File: src/rtl/alu_req_scheduler_if.sv
// Request, response and ALU-side signals of the two-port ALU scheduler.
// The scheduler uses the slave view; the command/response/ALU side uses the master view.
interface alu_req_scheduler_if #(
  parameter int WIDTH     = 16,
  parameter int OUT_WIDTH = 32,
  parameter int SEL_WIDTH = 6
);
  logic [1:0]           req_valid;
  logic [1:0]           req_ready;
  logic [SEL_WIDTH-1:0] req_op0;
  logic [SEL_WIDTH-1:0] req_op1;
  logic [WIDTH-1:0]     req_a0;
  logic [WIDTH-1:0]     req_a1;
  logic [WIDTH-1:0]     req_b0;
  logic [WIDTH-1:0]     req_b1;

  logic                 rsp_valid;
  logic                 rsp_ready;
  logic                 rsp_id;
  logic [OUT_WIDTH-1:0] rsp_data;
  logic                 rsp_err;

  logic [SEL_WIDTH-1:0] alu_sel;
  logic [WIDTH-1:0]     alu_a;
  logic [WIDTH-1:0]     alu_b;
  logic [WIDTH-1:0]     alu_acc;
  logic [OUT_WIDTH-1:0] alu_out;

  logic                 busy;

  modport master (
    output req_valid, req_op0, req_op1, req_a0, req_a1, req_b0, req_b1,
    output rsp_ready, alu_out,
    input  req_ready, rsp_valid, rsp_id, rsp_data, rsp_err,
    input  alu_sel, alu_a, alu_b, alu_acc, busy
  );

  modport slave (
    input  req_valid, req_op0, req_op1, req_a0, req_a1, req_b0, req_b1,
    input  rsp_ready, alu_out,
    output req_ready, rsp_valid, rsp_id, rsp_data, rsp_err,
    output alu_sel, alu_a, alu_b, alu_acc, busy
  );
endinterface

File: src/rtl/alu_req_scheduler.sv
// Round-robin scheduler sharing one ALU between two requesters, with a private
// accumulator per requester and a valid/ready response channel.
module alu_req_scheduler #(
  parameter int WIDTH       = 16,
  parameter int OUT_WIDTH   = 32,
  parameter int SEL_WIDTH   = 6,
  parameter int ALU_LATENCY = 1,
  parameter int MAX_OP      = 24
) (
  input  logic              clk,
  input  logic              reset,
  alu_req_scheduler_if.slave bus
);

  localparam logic [1:0] IDLE = 2'd0;
  localparam logic [1:0] EXEC = 2'd1;
  localparam logic [1:0] RESP = 2'd2;

  localparam int              CNT_W    = (ALU_LATENCY > 1) ? $clog2(ALU_LATENCY) : 1;
  localparam logic [CNT_W-1:0] CNT_LAST = CNT_W'(ALU_LATENCY - 1);

  logic [1:0]           state_reg;
  logic                 id_reg;
  logic                 rr_reg;
  logic [SEL_WIDTH-1:0] op_reg;
  logic [WIDTH-1:0]     a_reg;
  logic [WIDTH-1:0]     b_reg;
  logic [CNT_W-1:0]     cnt_reg;
  logic [OUT_WIDTH-1:0] rsp_data_reg;
  logic                 rsp_err_reg;

  logic [SEL_WIDTH-1:0] port_op [2];
  logic [WIDTH-1:0]     port_a  [2];
  logic [WIDTH-1:0]     port_b  [2];

  assign port_op[0] = bus.req_op0;
  assign port_op[1] = bus.req_op1;
  assign port_a[0]  = bus.req_a0;
  assign port_a[1]  = bus.req_a1;
  assign port_b[0]  = bus.req_b0;
  assign port_b[1]  = bus.req_b1;

  // Pointer port wins when it asks; otherwise the other port is offered the slot.
  logic gnt;
  logic accept;
  logic [SEL_WIDTH-1:0] gnt_op;
  logic op_zero;
  logic op_bad;
  logic in_exec;
  logic exec_last;

  assign gnt     = bus.req_valid[rr_reg] ? rr_reg : ~rr_reg;
  assign gnt_op  = port_op[gnt];
  assign op_zero = (gnt_op == '0);
  assign op_bad  = (gnt_op > SEL_WIDTH'(MAX_OP));

  always_comb begin
    bus.req_ready = 2'b00;
    if (!reset && (state_reg == IDLE) && (|bus.req_valid)) begin
      bus.req_ready = gnt ? 2'b10 : 2'b01;
    end
  end

  assign accept    = |(bus.req_valid & bus.req_ready);
  assign in_exec   = (state_reg == EXEC);
  assign exec_last = in_exec && (cnt_reg == CNT_LAST);

  always_ff @(posedge clk or posedge reset) begin
    if (reset) begin
      state_reg    <= IDLE;
      id_reg       <= 1'b0;
      rr_reg       <= 1'b0;
      op_reg       <= '0;
      a_reg        <= '0;
      b_reg        <= '0;
      cnt_reg      <= '0;
      rsp_data_reg <= '0;
      rsp_err_reg  <= 1'b0;
    end else begin
      case (state_reg)
        IDLE: begin
          if (accept) begin
            id_reg  <= gnt;
            rr_reg  <= ~gnt;
            op_reg  <= gnt_op;
            a_reg   <= port_a[gnt];
            b_reg   <= port_b[gnt];
            cnt_reg <= '0;
            // Clear and illegal opcodes never reach the ALU.
            if (op_zero || op_bad) begin
              state_reg    <= RESP;
              rsp_data_reg <= '0;
              rsp_err_reg  <= op_bad;
            end else begin
              state_reg <= EXEC;
            end
          end
        end
        EXEC: begin
          if (exec_last) begin
            state_reg    <= RESP;
            rsp_data_reg <= bus.alu_out;
            rsp_err_reg  <= 1'b0;
          end else begin
            cnt_reg <= cnt_reg + 1'b1;
          end
        end
        RESP: begin
          if (bus.rsp_ready) begin
            state_reg <= IDLE;
          end
        end
        default: state_reg <= IDLE;
      endcase
    end
  end

  // One accumulator per requester; only the owner of the current op may write.
  logic                 acc_we;
  logic                 acc_wid;
  logic [WIDTH-1:0]     acc_wdata;
  logic [2*WIDTH-1:0]   acc_flat;
  logic [WIDTH-1:0]     acc_cur;

  assign acc_we    = (accept && op_zero) || exec_last;
  assign acc_wid   = (state_reg == IDLE) ? gnt : id_reg;
  assign acc_wdata = exec_last ? bus.alu_out[WIDTH-1:0] : '0;

  genvar gi;
  generate
    for (gi = 0; gi < 2; gi++) begin : g_acc
      logic [WIDTH-1:0] acc_reg;

      always_ff @(posedge clk or posedge reset) begin
        if (reset) begin
          acc_reg <= '0;
        end else if (acc_we && (acc_wid == 1'(gi))) begin
          acc_reg <= acc_wdata;
        end
      end

      assign acc_flat[gi*WIDTH +: WIDTH] = acc_reg;
    end
  endgenerate

  assign acc_cur = id_reg ? acc_flat[2*WIDTH-1:WIDTH] : acc_flat[WIDTH-1:0];

  // Idle ALU sees NOT of zero; sel 0 would clear the ALU's own state.
  assign bus.alu_sel = in_exec ? op_reg  : SEL_WIDTH'(1);
  assign bus.alu_a   = in_exec ? a_reg   : '0;
  assign bus.alu_b   = in_exec ? b_reg   : '0;
  assign bus.alu_acc = in_exec ? acc_cur : '0;

  assign bus.rsp_valid = (state_reg == RESP);
  assign bus.rsp_id    = id_reg;
  assign bus.rsp_data  = rsp_data_reg;
  assign bus.rsp_err   = rsp_err_reg;
  assign bus.busy      = (state_reg != IDLE);

endmodule
File: src/flat_wrapper.sv
// flat-port wrapper written by rule: the top's interface ports become plain ports
module alu_req_scheduler_flat 
#(
  parameter int WIDTH       = 16,
  parameter int OUT_WIDTH   = 32,
  parameter int SEL_WIDTH   = 6,
  parameter int ALU_LATENCY = 1,
  parameter int MAX_OP      = 24
)
  (clk, reset, bus_req_valid, bus_req_op0, bus_req_op1, bus_req_a0, bus_req_a1, bus_req_b0, bus_req_b1, bus_rsp_ready, bus_alu_out, bus_req_ready, bus_rsp_valid, bus_rsp_id, bus_rsp_data, bus_rsp_err, bus_alu_sel, bus_alu_a, bus_alu_b, bus_alu_acc, bus_busy);
  alu_req_scheduler_if #(.WIDTH(WIDTH), .OUT_WIDTH(OUT_WIDTH), .SEL_WIDTH(SEL_WIDTH)) bus_i ();
  input  logic clk;
  input  logic reset;
  input wire logic [$bits(bus_i.req_valid)-1:0] bus_req_valid;
  input wire logic [$bits(bus_i.req_op0)-1:0] bus_req_op0;
  input wire logic [$bits(bus_i.req_op1)-1:0] bus_req_op1;
  input wire logic [$bits(bus_i.req_a0)-1:0] bus_req_a0;
  input wire logic [$bits(bus_i.req_a1)-1:0] bus_req_a1;
  input wire logic [$bits(bus_i.req_b0)-1:0] bus_req_b0;
  input wire logic [$bits(bus_i.req_b1)-1:0] bus_req_b1;
  input wire logic [$bits(bus_i.rsp_ready)-1:0] bus_rsp_ready;
  input wire logic [$bits(bus_i.alu_out)-1:0] bus_alu_out;
  output wire logic [$bits(bus_i.req_ready)-1:0] bus_req_ready;
  output wire logic [$bits(bus_i.rsp_valid)-1:0] bus_rsp_valid;
  output wire logic [$bits(bus_i.rsp_id)-1:0] bus_rsp_id;
  output wire logic [$bits(bus_i.rsp_data)-1:0] bus_rsp_data;
  output wire logic [$bits(bus_i.rsp_err)-1:0] bus_rsp_err;
  output wire logic [$bits(bus_i.alu_sel)-1:0] bus_alu_sel;
  output wire logic [$bits(bus_i.alu_a)-1:0] bus_alu_a;
  output wire logic [$bits(bus_i.alu_b)-1:0] bus_alu_b;
  output wire logic [$bits(bus_i.alu_acc)-1:0] bus_alu_acc;
  output wire logic [$bits(bus_i.busy)-1:0] bus_busy;
  assign bus_i.req_valid = bus_req_valid;
  assign bus_i.req_op0 = bus_req_op0;
  assign bus_i.req_op1 = bus_req_op1;
  assign bus_i.req_a0 = bus_req_a0;
  assign bus_i.req_a1 = bus_req_a1;
  assign bus_i.req_b0 = bus_req_b0;
  assign bus_i.req_b1 = bus_req_b1;
  assign bus_i.rsp_ready = bus_rsp_ready;
  assign bus_i.alu_out = bus_alu_out;
  assign bus_req_ready = bus_i.req_ready;
  assign bus_rsp_valid = bus_i.rsp_valid;
  assign bus_rsp_id = bus_i.rsp_id;
  assign bus_rsp_data = bus_i.rsp_data;
  assign bus_rsp_err = bus_i.rsp_err;
  assign bus_alu_sel = bus_i.alu_sel;
  assign bus_alu_a = bus_i.alu_a;
  assign bus_alu_b = bus_i.alu_b;
  assign bus_alu_acc = bus_i.alu_acc;
  assign bus_busy = bus_i.busy;
  alu_req_scheduler #(.WIDTH(WIDTH), .OUT_WIDTH(OUT_WIDTH), .SEL_WIDTH(SEL_WIDTH), .ALU_LATENCY(ALU_LATENCY), .MAX_OP(MAX_OP)) u_core (.clk(clk), .reset(reset), .bus(bus_i));
endmodule
File: config.mk
export PLATFORM = sky130hd
export DESIGN_NAME = alu_req_scheduler_flat
export DESIGN_NICKNAME = d
export VERILOG_FILES = /design/src/rtl/alu_req_scheduler_if.sv /design/src/rtl/alu_req_scheduler.sv /design/src/flat_wrapper.sv
export SDC_FILE = /design/constraint.sdc
export NUM_CORES = 1
export LEC_CHECK = 0
export ABC_AREA = 1
export BUFFER_PORTS_ARGS = -buffer_cell sky130_fd_sc_hd__buf_2
export CAP_MARGIN = 20
export CORE_MARGIN = 5
export CORE_UTILIZATION = 50
export CTS_BUF_LIST = sky130_fd_sc_hd__clkbuf_8
export DETAILED_ROUTE_END_ITERATION = 16
export GPL_TIMING_DRIVEN = 0
export PLACE_DENSITY = 0.9
export RECOVER_POWER = 100
export SLEW_MARGIN = 40
export SYNTH_ARGS = -nofsm -noshare
export SYNTH_HDL_FRONTEND = slang
export SYNTH_SLANG_ARGS = --single-unit
File: constraint.sdc
create_clock -name clk -period 4.2 [get_ports clk]
set_input_delay 0.84 -clock clk [delete_from_list [all_inputs] [get_ports clk]]
set_output_delay 0.84 -clock clk [all_outputs]
set_load 0.01 [all_outputs]
# [Word-level counts from Yosys, hierarchy flattened]
# Cells that the tools add are included.
[totals] register_bits=108 inputBits=113 output_inout_bits=92 word_cells=84
[op_classes] n_addsub=1 n_lt_le_gt_ge=3 n_eq_ne=7 mux=37 bitwise_logic=6 reduce_logical=19
[ops] op="2-to-1 mux 16 bit" n=11
[ops] op="2-to-1 mux 32 bit" n=3
[ops] op="one-hot mux 32 bit (2 select lines)" n=1
[ops] op="2-to-1 mux 6 bit" n=4
[ops] op="2-to-1 mux 2 bit" n=6
[ops] op="2-to-1 mux 1 bit" n=9
[ops] op="!= test 2 bit, second input constant" n=4
[ops] op="> comparator 6 x 5 -> 1 bit, second input constant" n=1
[ops] op="logical AND 1 bit" n=6
[ops] op="logical NOT 6 bit" n=1
[ops] op="one-hot mux 2 bit (3 select lines)" n=1
[ops] op="AND reduction 3 bit" n=2
[ops] op="inverter 1 bit" n=4
[ops] op="one-hot mux 1 bit (2 select lines)" n=2
[ops] op="AND reduction 4 bit" n=1
[ops] op="nonzero test 2 bit" n=2
[ops] op="OR reduction 2 bit" n=2
[ops] op="AND 2 bit" n=1
[ops] op="equality test 2 x 1 -> 1 bit, second input constant" n=1
[ops] op="equality test 2 bit, second input constant" n=1
[ops] op=">= comparator 2 bit, second input constant" n=1
[ops] op="logical NOT 2 bit" n=1
[ops] op="logical OR 1 bit" n=2
[ops] op="< comparator 1 x 2 -> 1 bit, second input constant" n=1
[ops] op="5 further kinds" n=5

# [Longest topological paths before layout]
[logic_depth] depth_word=12 ltp_mapped=14

# [Worst setup path after synthesis]
# No wires, ideal clock.
[synth_timing] kind="input to output" startpoint="input bus_req_valid[1]" endpoint="output bus_req_ready[0]" t_arrival_ns=1.758 t_required_ns=3.360 setup_slack_ns=1.602 stages=5 cell_sequence="nor2_1 -> nor3_4 -> inv_2 -> nor2_1 -> buf_2"
[synth_via] elab_chain_len=5 word_cells_on_any_way=7
[synth_rtl] item="start: declaration" line="flat_wrapper.sv:14" text="input wire logic [$bits(bus_i.req_valid)-1:0] bus_req_valid;"
[synth_rtl] item="2-to-1 mux 1 bit (implied by the code) (2 in a row)" line="alu_req_scheduler.sv:52" text="assign gnt = bus.req_valid[rr_reg] ? rr_reg : ~rr_reg;"
[synth_rtl] item="2-to-1 mux 1 bit" line="alu_req_scheduler.sv:52"
[synth_rtl] item="2-to-1 mux 2 bit" line="alu_req_scheduler.sv:60" text="bus.req_ready = gnt ? 2'b10 : 2'b01;"
[synth_rtl] item="2-to-1 mux 2 bit *" line="alu_req_scheduler.sv:59" text="if (!reset && (state_reg == IDLE) && (|bus.req_valid)) begin"
[synth_rtl] item="end: declaration" line="flat_wrapper.sv:23" text="output wire logic [$bits(bus_i.req_ready)-1:0] bus_req_ready;"
# Mark *: on every way between the ends. The rest lies on a longest branch, timed or not. The select of a mux whose other input is x is not followed.

# [Worst setup path after layout]
[layout_timing] startpoint="register u_core.state_reg[1]" endpoint="output bus_req_ready[0]"
[layout_via] elab_chain_len=4
[layout_rtl] item="start: declaration" line="alu_req_scheduler.sv:22" text="logic [1:0] state_reg;"
[layout_rtl] item="start signal: assignment" line="alu_req_scheduler.sv:70" text="state_reg <= IDLE;"
[layout_rtl] item="start signal: assignment" line="alu_req_scheduler.sv:91" text="state_reg <= RESP;"
[layout_rtl] item="start signal: assignment" line="alu_req_scheduler.sv:95" text="state_reg <= EXEC;"
[layout_rtl] item="logical NOT 2 bit" line="alu_req_scheduler.sv:59"
[layout_rtl] item="logical AND 1 bit (2 in a row)" line="alu_req_scheduler.sv:59"
[layout_rtl] item="2-to-1 mux 2 bit" line="alu_req_scheduler.sv:59"
# No other way between the ends.

==> impl_metrics.toml <==
[route]
wl_met1_um = 6360
avgRoutedWirePerCell_um = 14.55
drtAntennaViolNets = 0
routed_wl_um = 14880
drt_iter0_drc = 331
vias_per_cell = 4.978
via_count = 5093
route.met3.wl_um = 1147
dr.pass1.iters = 5
top_layer = "met4"
drc_errors = 0
dr_wl_met2_um = 7167

[worst_setup_path]
crit_fanout = 10
criticalPathCategory = "flop to primary output"
r2r-start = "u_core.state_reg[1]"
cp_data_required_time_ns = 3.36
worstSetupStartpointType = "flop"
cp.arrival_ns = 2.70
cp-end-kind = "primary output"
crit_start = "u_core.state_reg[1]"

[synth]
yosysMostFrequentCell = "nand2_1"
syn_avg_cell_area_um2 = 7.627
syn_inst = 669
ys_types = 20
synth_edf_count = 0
synth_common_cells = "nand2_1, dfrtp_1, inv_1, nor2_1, nand3_1"
synth_top_area_share = 0.5297
async_flop_share = 1.000
yosysWarnings = 0
syn_area_um2 = 5102
syn_nets = 782
synth_flop_cell = "dfrtp_1"
synth_seq_cells = 108
synthTopCellsByArea = "dfrtp_1, nand2_1, inv_1"
ys_seq_area_frac = 0.5297
yosysTopAreaCell = "dfrtp_1"

[min_path]
hp-class = "flop to flop"
hp-start = "u_core.bus.rsp_data[14]"

[run_status]
violations = "max-capacitance violations, max-slew violations"
status = "finished, violations left"

[sta]
fmax_ghz = 0.2827
hold_viol = 0
setup_violations = 0
drv_slew = 59
finalCriticalPeriod_ns = 3.537
post-route-period-util = 0.8421
fin_skew_ns = 0.01197
worst_pin_slew_ns = 2.657
rsz0062_at_grt = "false"
slew_headroom = -0.7812
holdWs_ns = 0.4810

[clocking]
cts_resized = 0
tritoncts = "yes"
insertion_delay_ns = 0.35
clockBufferDepth = 2
numCtsBuffers = 9
h-tree-depth = 3
cts_setup_buffers = 0
cts_hold_buf = 0
cts_sinks = 108
clk_pin_slew_ns = 0.10
root_buffer = "clkbuf_8"

[placement]
dp.cells = 1007
port_buffers = 204
hpwl_um = 11120
place_congestion = 0.8894

[pwr]
peakVddDrop_v = 0.0003694
power_leakage_nw = 3.471
power.density_nw_per_um2 = 628.6

[run]
maxCapViolations = 1

[final_layout]
area_growth_pct = 25.70
instances_no_fill = 1023
diodes = 0
fin_util = 0.6502
drive_gt1_frac = 0.1528
nets = 998

[global_routing]
grt_overflow_total = 0
grt_pass1_vias = 5077
grt_first_pass_wirelength_um = 24550
antenna_found_initial = 0
grtUsageTotal = 0.2391
grt_max_degree = 60

[die]
die_w_um = 111.0
die_area_um2 = 12330
fp-row-count = 36
core_area_um2 = 9864
start_util = 0.5173
io_pins = 205
die_h_um = 111.0
[final cells by class]
cell class | count | area [µm²]
clock buffer | 9 | 123.9
sequential | 108 | 2703
inverter | 81 | 305.3
tap | 133 | 166.4
multi-input combinational | 447 | 1947
fill | 936 | 3451
timing repair buffer | 205 | 933.4
buffer | 33 | 126.4
clock inverter | 7 | 108.9
[worst paths after layout]
| check | slack (ns) | end | depth (start not counted) |
|---|---|---|---|
| worst max-delay path | 0.66 | bus_req_ready[0] | 7 |
| worst min-delay path | 0.48 | u_core.bus.rsp_data[14] | 2 |
| worst max register to register | 1.51 | u_core.bus.rsp_data[6] | 11 |
| worst min register to register | 0.48 | u_core.bus.rsp_data[14] | 2 |
| max in group asynchronous | 1.74 | u_core.a_reg[13] | 2 |
| min in group asynchronous | 1.27 | u_core.bus.rsp_data[27] | 2 |
[layout by cell type (no fill, tap or decap), drive strengths merged]
cell type  instances
nand4             16
nor3               1
inv               80
bufinv             3
a21oi             17
nand3             41
clkinvlp           2
nor2              47
clkbuf           131
clkinv             3
o211ai            32
nand3b             1
dfrtp            108
o21ai              9
nand2            282
or2                1
buf              116
[where the power goes]
part           internal, mW  switching (mW)
Sequential             1.50           0.212
Combinational         0.484            1.11
Clock                 0.390           0.339
[stage by stage]
stage	total power [mW]	setup WS [ns]	cell area, µm²	setup TNS [ns]
final	4.031	0.6630	6414	0
after global routing	4.347	0.3654	6414	0
after CTS	4.121	0.8154	6558	0
after detailed placement	3.388	0.8455	6325	0
after global placement	3.323	-0.7731	6290	-82.96
after floorplan	2.764	0.5144	5102	0
[layer usage]
metal | GRT usage | vias to the layer above
li1 | - | 2516
met1 | 0.3157 | 2326
met2 | 0.4074 | 232
met3 | 0.04640 | 19
met4 | 0.05921 | 0
met5 | 0 | -
[logic make-up after synthesis]
| group | synth area share |
|---|---|
| and+or+nand+nor | 0.3102 |
| buffers and inverters | 0.08681 |
| AOI/OAI and AO/OA | 0.07332 |
| DFF | 0.5297 |
[worst max-delay path, cell delays in order (launching register included)]
cell and delay [ns]:
dfrtp_1 0.42, nor2_1 0.15, inv_1 0.17, nor3_4 0.42
inv_1 0.25, nor2_1 0.43, buf_2 0.32, clkbuf_1 0.18
No activity file was read; power rests on OpenSTA's default activity.
